**config.mk**
```make
export PLATFORM = sky130hd
export DESIGN_NAME = regfile_write_bank
export DESIGN_NICKNAME = d
export VERILOG_FILES = /design/src/rtl/regfile_write_bank_pkg.sv /design/src/rtl/regfile_write_bank_decoder_32.sv /design/src/rtl/regfile_write_bank.sv
export SDC_FILE = /design/constraint.sdc
export NUM_CORES = 2
export LEC_CHECK = 0
export ABC_AREA = 1
export CORE_AREA = 10 10 419 421
export DETAILED_ROUTE_END_ITERATION = 8
export DIE_AREA = 0 0 429 431
export PLACE_DENSITY = 0.55
export SLEW_MARGIN = 20
export SYNTH_ARGS = -nofsm -noshare
export SYNTH_HDL_FRONTEND = slang
export SYNTH_SLANG_ARGS = --single-unit
export TNS_END_PERCENT = 10
```
**constraint.sdc**
```tcl
create_clock -name clock -period 5.5 [get_ports clock]
set_input_delay 1.1 -clock clock [delete_from_list [all_inputs] [get_ports clock]]
set_output_delay 1.1 -clock clock [all_outputs]
set_load 0.005 [all_outputs]
```
**src/rtl/regfile_write_bank_pkg.sv**
```systemverilog
// Shared constants and types for the register-file write bank.
// Register 0 is architecturally zero, so it never gets storage or a busy bit.
package regfile_write_bank_pkg;

    localparam int DATA_W    = 32;
    localparam int ADDR_W    = 5;
    localparam int REG_COUNT = 1 << ADDR_W;
    localparam int FIFO_D    = 2;
    localparam int PTR_W     = 1;
    localparam int CNT_W     = 2;
    localparam int R0        = 0;

    localparam logic [REG_COUNT-1:0] R0_MASK = {{(REG_COUNT-1){1'b0}}, 1'b1};

    typedef struct packed {
        logic [ADDR_W-1:0] addr;
        logic [DATA_W-1:0] data;
    } wr_entry_t;

endpackage

```
**src/rtl/regfile_write_bank_decoder_32.sv**
```systemverilog
// Address-to-one-hot decoder with enable: the inverse of the 32:1 read mux.
module regfile_write_bank_decoder_32
    import regfile_write_bank_pkg::*;
(
    input  logic [ADDR_W-1:0]    addr,
    input  logic                 en,
    output logic [REG_COUNT-1:0] onehot
);

    always_comb begin
        onehot = '0;
        if (en) begin
            onehot[addr] = 1'b1;
        end
    end

endmodule

```
**src/rtl/regfile_write_bank.sv**
```systemverilog
// Write side of the 32x32 register file: a 2-deep request buffer retiring
// one register write per cycle, plus in-flight (busy) tracking for hazards.
module regfile_write_bank
    import regfile_write_bank_pkg::*;
(
    input  logic                          clock,
    input  logic                          reset,
    input  logic                          wr_valid,
    output logic                          wr_ready,
    input  logic [ADDR_W-1:0]             wr_addr,
    input  logic [DATA_W-1:0]             wr_data,
    input  logic                          drain_en,
    output logic [REG_COUNT*DATA_W-1:0]   regs_flat,
    output logic [REG_COUNT-1:0]          busy_mask,
    output logic [CNT_W-1:0]              count
);

    wr_entry_t                      fifo_q [FIFO_D];
    logic [PTR_W-1:0]               wr_ptr;
    logic [PTR_W-1:0]               rd_ptr;
    logic                           push;
    logic                           pop;
    logic [FIFO_D-1:0]              entry_valid;
    logic [REG_COUNT-1:0]           entry_onehot [FIFO_D];
    logic [REG_COUNT-1:0]           retire_onehot;
    wr_entry_t                      head;
    logic [REG_COUNT-1:1][DATA_W-1:0] regs_q;

    // A full buffer refuses new requests even if it pops this cycle.
    assign wr_ready = reset && (count != CNT_W'(FIFO_D));
    assign push     = wr_valid && wr_ready;
    assign pop      = drain_en && (count != '0);
    assign head     = fifo_q[rd_ptr];

    always_ff @(posedge clock) begin
        if (!reset) begin
            wr_ptr <= '0;
            rd_ptr <= '0;
            count  <= '0;
            for (int i = 0; i < FIFO_D; i++) begin
                fifo_q[i] <= '0;
            end
        end else begin
            if (push) begin
                fifo_q[wr_ptr] <= {wr_addr, wr_data};
                wr_ptr         <= wr_ptr + 1'b1;
            end
            if (pop) begin
                rd_ptr <= rd_ptr + 1'b1;
            end
            case ({push, pop})
                2'b10:   count <= count + 1'b1;
                2'b01:   count <= count - 1'b1;
                default: count <= count;
            endcase
        end
    end

    always_comb begin
        entry_valid = '0;
        for (int i = 0; i < FIFO_D; i++) begin
            entry_valid[i] = (count == CNT_W'(FIFO_D)) ||
                             ((count == CNT_W'(1)) && (rd_ptr == PTR_W'(i)));
        end
    end

    for (genvar g = 0; g < FIFO_D; g++) begin : g_busy_dec
        regfile_write_bank_decoder_32 u_busy_dec (
            .addr   (fifo_q[g].addr),
            .en     (entry_valid[g]),
            .onehot (entry_onehot[g])
        );
    end

    assign busy_mask = (entry_onehot[0] | entry_onehot[1]) & ~R0_MASK;

    regfile_write_bank_decoder_32 u_retire_dec (
        .addr   (head.addr),
        .en     (pop),
        .onehot (retire_onehot)
    );

    // Slot 0 of the decode has no register behind it, so an r0 write is a no-op.
    always_ff @(posedge clock) begin
        if (!reset) begin
            regs_q <= '0;
        end else begin
            for (int k = 1; k < REG_COUNT; k++) begin
                if (retire_onehot[k]) begin
                    regs_q[k] <= head.data;
                end
            end
        end
    end

    assign regs_flat = {regs_q, {DATA_W{1'b0}}};

endmodule
```
==> summary.md <==
| Metric | Value |
|---|---|
| Initial Util | about a quarter |
| Library cells used by synthesis | 25 |
| Post-synthesis sequential area ratio | approximately 51% |
| Die W | around 430 µm |
| Leakage | 22.5 nW |
| Busiest layer in global routing | met2 |
| CORE AREA | ~170000 µm² |
| TritonCTS clock tree | built |
| Pwr Total | roughly 22 mW |
| # hold bufs at CTS | 0 |
| Routing usage on met3 | approximately 5.1% |
| Max-cap violations | 0 |
| Worst setup SP type | flip-flop |
| Drt wl/cell | 25.1 µm |
| Clock latency on the worst-skew pair | 0.76 ns |
| Status | finished clean |
| Pre-Repair DR Iteration Count | 6 |
| ANT nets after route | 0 |
| RSZ-0062 raised after global routing | no |
| Worst slew pin tran | roughly 1.3 ns |
| Core Util, Final | a little over a third |
| Dpl cell area | about 56000 µm² |
| Largest net degree at the start of global routing | 209 |
| I/O Pins | between 1000 and 1500 |
| Total congestion overflow | 0 |
| Hold Slack | 0.478 ns |
| Area delta synth->final | 38.7% |
| Maximum clock path buffer count | 3 |
| H-tree depth | 3 |
| Crit. End Element | primary output |
| Fin Setup TNS | 0 ns |
| Final Hold Fails | 0 |
| # port buffers | 1066 |
| Final Instance Count excl. Fillers | a little over 9000 |
| Synth warn | 0 |
| Clock tree sinks | 1071 |
| Remaining DRCs | 0 |
| Antenna violations before repair | 21 |
| Clk_skew | 0.0286 ns |
| Gpl congestion | around 0.8 |
| Root Buffer | clkbuf_16 |
| Tmin final | approximately 4.5 ns |
| Share of layout cells above drive strength 1 | under 10% |
| Vias | 43336 |
| Final Net Count | 6785 |
| Vias in the first global route | 39406 |
| CP max FO | 8 |
| Arr. time, crit path | ~3.4 ns |
| PnR worst setup slack | 0.964 ns |
| Hold crit path type | flip-flop to flip-flop |
| PwrDens | approximately 370 nW/µm² |
| Max Slew Vio Count | 0 |
| Syn Std Cell Area | 43200 µm² |
| VDD IR max | 264 µV |
| Final WL | roughly 230000 µm |
| Die height | 431 µm |
| Placed Cells | ~8800 |
| CTS-repair resized insts | 0 |
| Slew HR | around an eighth |
| Initial drt markers | roughly 4100 |
| DP Wirelength | about 150000 µm |
| Post-CTS setup buffer count | 0 |
| First-pass GRT wire length | about 310000 µm |
| Place WS | 1.66 ns |
| Period utilization | approximately 82% |
| CTS Buf Count | between 100 and 150 |
| Endpoints failing setup | 0 |
| Worst setup path class | flip-flop to primary output |
| Met2 Usage GRT | 39.1% |
| Post-Syn Area per Cell | 7.24 µm² |
| Die area | about 180000 µm² |
| Routed vias/inst | 4.78 |
| Cell Rows | 150 |
| GR Layer Usage met1 | a little over a quarter |
| GRT Total Usage | 23.0% |
| Post-Syn Instances | a little under 6000 |
| CP Data Required Time | ~4.4 ns |
| FF+latch count, synth | 1071 |
| Peak Freq | about 220 MHz |
| Reg clk slew, reported paths | approximately 0.06 ns |
| Fin area | 60000 µm² |
[report_power, final]
group / internal, mW / switching [mW] / total (mW)
Sequential: 8.06 / 0.148 / 8.21
Combinational: 1.23 / 4.22 / 5.45
Clock: 4.85 / 3.53 / 8.37
[cell usage in the layout, fill, tap and decap left out, drive strengths merged]
cell           count
conb              33
clkdlybuf4s50   1065
xor2               1
inv               64
ha                 4
clkinvlp           3
nand2           1032
edfxtp            74
o22ai             31
or2               32
o21ai             37
bufinv             6
buf              116
nor2            2103
nand3           1029
clkbuf           186
and3               1
clkinv            20
a21oi              5
dfxtp            997
diode             15
[routing by layer]
layer / vias up / part of all wire [%]
met3: 479 / 7.0
met1: 20728 / 39
met2: 1875 / 48
li1: 20242 / -
met4: 12 / 5.9
met5: - / 0.032
[synth_stat cells, drive strengths merged]
master / count / area share [%]
o22ai: 31 / 0.45
and3: 1 / 0.014
dfxtp: 997 / 46
nand3: 1029 / 12
xor2: 1 / 0.020
nor2: 2103 / 19
edfxtp: 74 / 5.1
clkbuf: 82 / 0.71
conb: 1 / 0.0087
a21oi: 5 / 0.058
nand2: 1032 / 9.0
inv: 58 / 0.50
ha: 4 / 0.12
buf: 483 / 6.1
or2: 32 / 0.46
o21ai: 37 / 0.43
[registers in the layout (all words and copies together) (netlist names), named ones only]
| register | flops |
|---|---|
| fifo_q | 74 |
| rd_ptr | 1 |
| count | 2 |
| wr_ptr | 1 |
| regs_flat | 992 |
[cell type report]
type	instances	area [µm²]
inverters	58	219
repair buffers	1181	12200
flip-flops and latches	1071	22200
fillers	17436	107000
clock buffers	186	3650
diodes	15	37.5
clock inverters	35	447
well taps	2204	2760
multi-input cells	4308	18500
[final timing paths]
kind / from / endpoint / slack, ns / cells past startpoint
setup / recovery: count[1] / busy_mask[11] / 0.96 / 7
hold / removal: regs_flat[773] / regs_flat[773] / 0.48 / 2
setup reg to reg: flip-flop / regs_flat[585] / 1.79 / 9
hold reg to reg: regs_flat[773] / regs_flat[773] / 0.48 / 2
[cell families after synthesis]
family / count (synthesis) / synth area share [%]
AOI/OAI and AO/OA: 73 / 0.934
adders and majority gates: 4 / 0.116
buffers and inverters: 623 / 7.28
DFF: 1071 / 51.3
and+or+nand+nor: 4197 / 40.3
xor gates and xnor gates: 1 / 0.0203
other: 1 / 0.00867
[critical path, stage by stage (launching register included)]
cell and delay, ns:
dfxtp_1 0.33, inv_1 0.10, ha_1 0.16, inv_1 0.04, o21ai_0 0.56, nand3_1 0.51
o22ai_1 0.41, clkdlybuf4s50_1 0.58
Note: power is estimated with default switching activity, not from simulation.
